===== src/rtl/nw_pkg.sv =====
// Shared Needleman-Wunsch definitions: direction codes, traceback states, width helper.
`default_nettype none

package nw_pkg;

  localparam logic [1:0] DIR_DIAG = 2'b00;
  localparam logic [1:0] DIR_UP   = 2'b01;
  localparam logic [1:0] DIR_LEFT = 2'b10;
  localparam logic [1:0] DIR_RSV  = 2'b11;

  typedef enum logic [2:0] {
    ST_IDLE  = 3'd0,
    ST_ISSUE = 3'd1,
    ST_WAIT  = 3'd2,
    ST_STEP  = 3'd3,
    ST_DONE  = 3'd4
  } tb_state_t;

  function automatic int addr_width(input int n);
    return $clog2((n + 1) * (n + 1));
  endfunction

endpackage

`default_nettype wire


===== src/rtl/nw_traceback.sv =====
// Needleman-Wunsch traceback: walks the direction matrix from (N,N) to (0,0),
// emitting one alignment operation per step.
`default_nettype none

module nw_traceback
  import nw_pkg::*;
#(
  parameter int N      = 8,
  parameter int ADDR_W = addr_width(N),
  parameter int IDX_W  = $clog2(N + 1),
  parameter int CNT_W  = $clog2(2 * N + 1)
) (
  input  logic              clk,
  input  logic              rst,
  input  logic              en_traceB,
  input  logic [1:0]        dir_data,
  output logic [ADDR_W-1:0] dir_addr,
  output logic              dir_re,
  output logic              out_valid,
  output logic [1:0]        out_op,
  output logic [IDX_W-1:0]  out_i,
  output logic [IDX_W-1:0]  out_j,
  output logic [CNT_W-1:0]  out_cnt,
  output logic              err,
  output logic              ending
);

  localparam logic [IDX_W-1:0]  N_IDX     = IDX_W'(N);
  localparam logic [ADDR_W-1:0] LAST_ADDR = ADDR_W'((N + 1) * (N + 1) - 1);
  localparam logic [ADDR_W-1:0] ROW_STEP  = ADDR_W'(N + 1);
  localparam logic [ADDR_W-1:0] DIAG_STEP = ADDR_W'(N + 2);

  tb_state_t          state;
  logic [IDX_W-1:0]   i;
  logic [IDX_W-1:0]   j;
  logic [ADDR_W-1:0]  addr;
  logic [IDX_W-1:0]   step_i;
  logic [IDX_W-1:0]   step_j;
  logic [ADDR_W-1:0]  step_addr;

  assign dir_addr = addr;

  // Next cell for the operation held in out_op (reserved code never reaches out_op).
  always_comb begin
    step_i    = i;
    step_j    = j;
    step_addr = addr;
    case (out_op)
      DIR_UP: begin
        step_i    = i - IDX_W'(1);
        step_addr = addr - ROW_STEP;
      end
      DIR_LEFT: begin
        step_j    = j - IDX_W'(1);
        step_addr = addr - ADDR_W'(1);
      end
      default: begin
        step_i    = i - IDX_W'(1);
        step_j    = j - IDX_W'(1);
        step_addr = addr - DIAG_STEP;
      end
    endcase
  end

  always_ff @(posedge clk or negedge rst) begin
    if (!rst) begin
      state     <= ST_IDLE;
      i         <= N_IDX;
      j         <= N_IDX;
      addr      <= LAST_ADDR;
      dir_re    <= 1'b0;
      out_valid <= 1'b0;
      out_op    <= DIR_DIAG;
      out_i     <= '0;
      out_j     <= '0;
      out_cnt   <= '0;
      err       <= 1'b0;
      ending    <= 1'b0;
    end else if (state != ST_IDLE && !en_traceB) begin
      // Abort: err and out_cnt stay visible until the next start.
      state     <= ST_IDLE;
      dir_re    <= 1'b0;
      out_valid <= 1'b0;
      ending    <= 1'b0;
    end else begin
      case (state)
        ST_IDLE: begin
          if (en_traceB) begin
            state   <= ST_ISSUE;
            i       <= N_IDX;
            j       <= N_IDX;
            addr    <= LAST_ADDR;
            out_cnt <= '0;
            err     <= 1'b0;
            dir_re  <= 1'b1;
          end
        end
        ST_ISSUE: begin
          dir_re <= 1'b0;
          if (i == '0 && j == '0) begin
            state  <= ST_DONE;
            ending <= 1'b1;
          end else if (i == '0 || j == '0) begin
            state     <= ST_STEP;
            out_valid <= 1'b1;
            out_op    <= (i == '0) ? DIR_LEFT : DIR_UP;
            out_i     <= i;
            out_j     <= j;
          end else begin
            state <= ST_WAIT;
          end
        end
        ST_WAIT: begin
          state     <= ST_STEP;
          out_valid <= 1'b1;
          out_op    <= (dir_data == DIR_RSV) ? DIR_DIAG : dir_data;
          err       <= err | (dir_data == DIR_RSV);
          out_i     <= i;
          out_j     <= j;
        end
        ST_STEP: begin
          out_valid <= 1'b0;
          out_cnt   <= out_cnt + CNT_W'(1);
          i         <= step_i;
          j         <= step_j;
          addr      <= step_addr;
          // Reaching the origin goes straight to DONE so ending follows the last pulse.
          if (step_i == '0 && step_j == '0) begin
            state  <= ST_DONE;
            ending <= 1'b1;
          end else begin
            state  <= ST_ISSUE;
            dir_re <= (step_i != '0) && (step_j != '0);
          end
        end
        ST_DONE: begin
          state <= ST_DONE;
        end
        default: begin
          state <= ST_IDLE;
        end
      endcase
    end
  end

endmodule

`default_nettype wire


===== config.mk =====
export PLATFORM = sky130hd
export DESIGN_NAME = nw_traceback
export DESIGN_NICKNAME = d
export VERILOG_FILES = /design/src/rtl/nw_pkg.sv /design/src/rtl/nw_traceback.sv
export SDC_FILE = /design/constraint.sdc
export NUM_CORES = 1
export LEC_CHECK = 0
export ABC_AREA = 1
export ABC_CLOCK_PERIOD_IN_PS = 2270
export BUFFER_PORTS_ARGS = -buffer_cell sky130_fd_sc_hd__buf_2
export CAP_MARGIN = 30
export CORE_MARGIN = 8
export CORE_UTILIZATION = 55
export DETAILED_ROUTE_END_ITERATION = 8
export PLACE_DENSITY = 0.78
export SYNTH_ARGS = -nofsm -noshare
export SYNTH_HDL_FRONTEND = slang
export SYNTH_SLANG_ARGS = --single-unit

===== constraint.sdc =====
create_clock -name clk -period 2.27 [get_ports clk]
set_clock_uncertainty 0.1 [all_clocks]
set_input_delay 0.1135 -clock clk [delete_from_list [all_inputs] [get_ports clk]]
set_output_delay 0.1135 -clock clk [all_outputs]
set_load 0.01 [all_outputs]

==> results.md <==
- The post-detailed-route count of antenna-violating nets is 0.
- Subtracting the final worst setup slack from the clock period gives between 2 and 2.5 ns.
- For the worst-skew pair, the clock arrives at the later sink with an insertion delay of just under 0.3 ns.
- For this design the static power due to leakage is roughly 1.3 nW.
- The average wire per cell in the routed design is approximately 13 um.
- The most area-hungry cell type in the Yosys netlist is sky130_fd_sc_hd__dfrtp_1.
- The data arrival time of the critical path is between 2 and 2.5 ns.
- Setup violations remaining at the end of the flow were counted as 0.
- The worst setup path is of the reg2reg kind.
- The final total negative setup slack is 0 ns.
- In the finished design, the share of the clock period the worst path needs comes to 0.896.
- The count of clock tree sinks is 37.
- The peak fanout along the critical path is 16.
- The number of failing hold endpoints at the final stage is 0.
- The run finished with clean final reports.
- In this design, the largest share of critical-path delay is due to adder cells.
- Of the post-synthesis cell area, the dominant cell type holds 0.384.
- Setup repair after global routing left no endpoint under its margin.
- The net count of the finished layout is ~320.
- The sequential power share is 0.310.
- The final wirelength is around 4700 um.
- After routing the design area is approximately 2400 um2.
- Headroom to the max-slew limit came out at 0.466.
- In this run the power density over the cells is 1500 nW/um2.
- The number of buffers and inverters on the critical path is 3.
- In the final layout, the share of cells above drive strength 1 is 0.208.
- Summed over all nets, the switching power comes to 1.76 mW.
- The via count normalized by instance count is between 5 and 6.
- The number of flops mapped to enable cells by yosys is 0.
- The synthesized flop and latch total is 37.
- The H-tree was split into 2 levels.
- The distinct cell type count of the synthesized netlist is 35.
- Ranked by instance count, the synthesized netlist is headed by 69 x sky130_fd_sc_hd__nand2_1, 36 x sky130_fd_sc_hd__inv_1, 33 x sky130_fd_sc_hd__dfrtp_1.
- The share of total power dissipated in combinational logic is 0.570.
- The total track usage is 0.164.
- The sink of the worst hold path is err.
- The iteration count of the initial detailed-routing pass is 4.
- The most instantiated library cell after synthesis is sky130_fd_sc_hd__nand2_1.
- The initial DRC count is about 140.
- The element type at the critical path end is a flip-flop.
- The total power consumption of the routed design is between 3 and 4 mW.
- Routability-driven placement finished with a final weighted congestion of slightly below 0.9.
- During synthesis, Yosys emitted a total of 0 warnings.
- The via count of the first global-routing pass is around 1800.
- The horizontal die dimension is around 79 um.
- The netlist area before placement is 2150 um2.
- The initial antenna violation count is 0.
- The part of the Yosys area used for sequential elements is 0.433.
- Ranked by total cell area, the synthesized netlist is headed by sky130_fd_sc_hd__dfrtp_1 38%, sky130_fd_sc_hd__nand2_1 12%, sky130_fd_sc_hd__ha_1 6.4%.
- The HPWL after detailed placement is between 3000 and 4000 um.
- The largest single stage delay on the critical path is approximately 0.38 ns.
- TritonCTS built the clock tree.
- The startpoint identified for the worst hold timing path is dir_data[0].
- The number of nets produced by synthesis is just under 300.
- The start of the worst register-to-register path is i[1].
- 0 antenna diodes ended up in the layout.
- STA classifies the critical path startpoint as a flip-flop.
- By instance count, the cell type seen most on the critical path is sky130_fd_sc_hd__o21ai_2.
- The global-route wire length before repair is between 8000 and 9000 um.
- Setup slack on the critical path of the routed design comes to approximately 0.24 ns.
- The routed layout has ~1900 vias.
- Fill cells in the final layout number around 350.
- The clock share of power is 0.120.
- The clock tree root buffer cell is sky130_fd_sc_hd__clkbuf_8.
- The signal on the critical path passes through inv_1 > ha_1 > nand3_1 > inv_1 > ha_1 > o21ai_2 > o21ai_2 > nor2_4 > inv_4 > nand2_1 > o21ai_2.
- The share of flip-flops with an asynchronous set or reset after synthesis is 1.00.
- The net switching fraction of the power is 0.482.
- The depth of the worst register-to-register path is 11.
- In this run the worst hold path is classified as in2reg.
- The global route total overflow is 0.
- The worst vdd rail ir drop is 614 uV.
- The slew of the pin with the lowest slew margin is between 0.8 and 0.9 ns.
- Clock-pin slew was measured on the worst setup and hold paths at roughly 0.070 ns.
- The final count of pins violating max slew is 0.
- The mean post-synth cell area is around 7.9 um2.
- In this run the critical register-to-register path is captured at out_j[2].
- The number of instances in the synthesized netlist is ~270.
- The internal reg-to-reg setup slack is 0.24 ns.
- The count of pins on the block boundary is 31.
- The worst hold path passes through 3 cells.
- Timing analysis after detailed placement gives a worst setup slack of 0.262 ns.
- The quantity of I/O buffers inserted on ports is 30.
- The internal power of the cells is 1.89 mW.
- The required time of the worst setup path is around 2.4 ns.
- The tool flagged a number of max-cap violations equal to 0.
- The number of buffers inserted during clock tree synthesis is 5.
- The core region is approximately 3700 um2.
- Entering global routing, the biggest net connects 38 pins.
- For this configuration, the core starts out at a cell density of 0.578.
- Summing all placed instances gives a cell area of around 2300 um2.
- For this run, the leading register cell type out of synthesis is sky130_fd_sc_hd__dfrtp_1.
- In this run the deepest clock path goes through 2 buffers.
- The floorplan die height is approximately 80 um.
- The standard-cell row count is 22.
- For this run, the top clock speed supported by timing is roughly 0.49 GHz.
- The area growth from synthesis to layout is 12.6%.
- The cell with the biggest individual delay on the critical path is sky130_fd_sc_hd__dfrtp_1.
- The total die area is approximately 6200 um2.
- The number of design rule violations left after detail routing is 0.
[final cells by class]
type,count,area (um2),area share
Clock buffer,6,72.6,0.0300
Clock inverter,1,5.00,0.00207
Inverter,42,160,0.0662
Multi-Input combinational cell,189,1020,0.420
Sequential cell,37,931,0.385
Tap cell,48,60.1,0.0248
Timing Repair Buffer,33,175,0.0724
[cell families (layout without fill, tap and decap cells)]
family / count (synthesis) / count (layout) / share of synthesized area
xor+xnor: 1 / 1 / 0.00408
flops: 37 / 37 / 0.433
buf+inv: 47 / 82 / 0.0943
mux: 1 / 1 / 0.00466
compound gates: 50 / 50 / 0.137
simple gates: 126 / 126 / 0.263
fa+ha+maj: 11 / 11 / 0.0640
[layout by cell type, fill, tap and decap left out]
master                          synthesis  final
sky130_fd_sc_hd__a21boi_0               1      1
sky130_fd_sc_hd__a21o_1                 1      1
sky130_fd_sc_hd__a21oi_1                8      8
sky130_fd_sc_hd__a31oi_1                1      1
sky130_fd_sc_hd__and3_1                 1      1
sky130_fd_sc_hd__buf_2                  1     30
sky130_fd_sc_hd__buf_4                  1      2
sky130_fd_sc_hd__clkbuf_1               1      1
sky130_fd_sc_hd__clkbuf_8               0      5
sky130_fd_sc_hd__clkinv_2               0      1
sky130_fd_sc_hd__dfrtp_1               33     33
sky130_fd_sc_hd__dfstp_2                4      4
sky130_fd_sc_hd__dlygate4sd3_1          0      1
sky130_fd_sc_hd__ha_1                  11     11
sky130_fd_sc_hd__inv_1                 36     36
sky130_fd_sc_hd__inv_2                  5      5
sky130_fd_sc_hd__inv_4                  1      1
sky130_fd_sc_hd__mux2i_1                1      1
sky130_fd_sc_hd__nand2_1               69     69
sky130_fd_sc_hd__nand2_2                4      4
sky130_fd_sc_hd__nand3_1               21     21
sky130_fd_sc_hd__nand4_1                3      3
sky130_fd_sc_hd__nor2_1                18     18
sky130_fd_sc_hd__nor2_2                 2      2
sky130_fd_sc_hd__nor2_4                 1      1
sky130_fd_sc_hd__nor3_1                 3      3
sky130_fd_sc_hd__nor3_4                 2      2
sky130_fd_sc_hd__o2111ai_2              1      1
sky130_fd_sc_hd__o21ai_0               22     22
sky130_fd_sc_hd__o21ai_1                6      6
sky130_fd_sc_hd__o21ai_2                4      4
sky130_fd_sc_hd__o22ai_1                3      3
sky130_fd_sc_hd__o31ai_1                2      2
sky130_fd_sc_hd__o41ai_1                1      1
sky130_fd_sc_hd__or2_2                  2      2
sky130_fd_sc_hd__xor2_1                 1      1
[how the worst max path moves through the flow]
stage	to	from	cells past startpoint	slack, ns
after floorplan	out_j[2]	i[0]	12	0.39
after global placement	out_i[0]	i[1]	11	0.32
after detailed placement	out_i[1]	i[1]	11	0.26
after CTS	out_i[1]	i[1]	11	0.23
after global routing	ending	out_op[0]	13	0.01
final	out_j[2]	i[1]	11	0.24
[tightest hold or removal path, stage by stage]
cell	delay, ns
sky130_fd_sc_hd__buf_2	0.11
sky130_fd_sc_hd__inv_1	0.06
sky130_fd_sc_hd__o41ai_1	0.07
[layer usage]
| layer | track usage | wire [um] |
|---|---|---|
| met1 | 0.199 | 2240 |
| met2 | 0.267 | 2190 |
| met3 | 0.0513 | 225 |
| met4 | 0.0611 | 68 |
| met5 | 0 | 0 |
[flip-flops by register name, summed over array words and instances, names as in the netlist]
register / count
dir_addr: 7
dir_re: 1
ending: 1
err: 1
i: 4
j: 4
out_cnt: 5
out_i: 4
out_j: 4
out_op: 2
out_valid: 1
state: 3
[through the flow]
stage,cells,utilization,hold slack (ns)
after floorplan,273,-,-0.282
after detailed placement,348,0.628,0.154
after global routing,356,0.651,0.0312
after global placement,348,0.628,0.147
final,356,0.651,0.0110
after CTS,356,0.651,0.0126
[what timing repair did]
action                    CTS  global route
setup buffers               0             0
hold buffers                1             0
hold endpoints to repair   33             0
gates resized for setup     0             0
[power groups by stage]
stage	registers [mW]	clock network, mW	logic, mW
finish	1.13	0.436	2.08
global route	1.16	0.471	2.38
CTS	1.13	0.443	2.08
detailed placement	1.14	0	2.05
global placement	1.13	0	2.02
floorplan	1.20	0	1.51
Note: power is estimated with default switching activity, not from simulation.
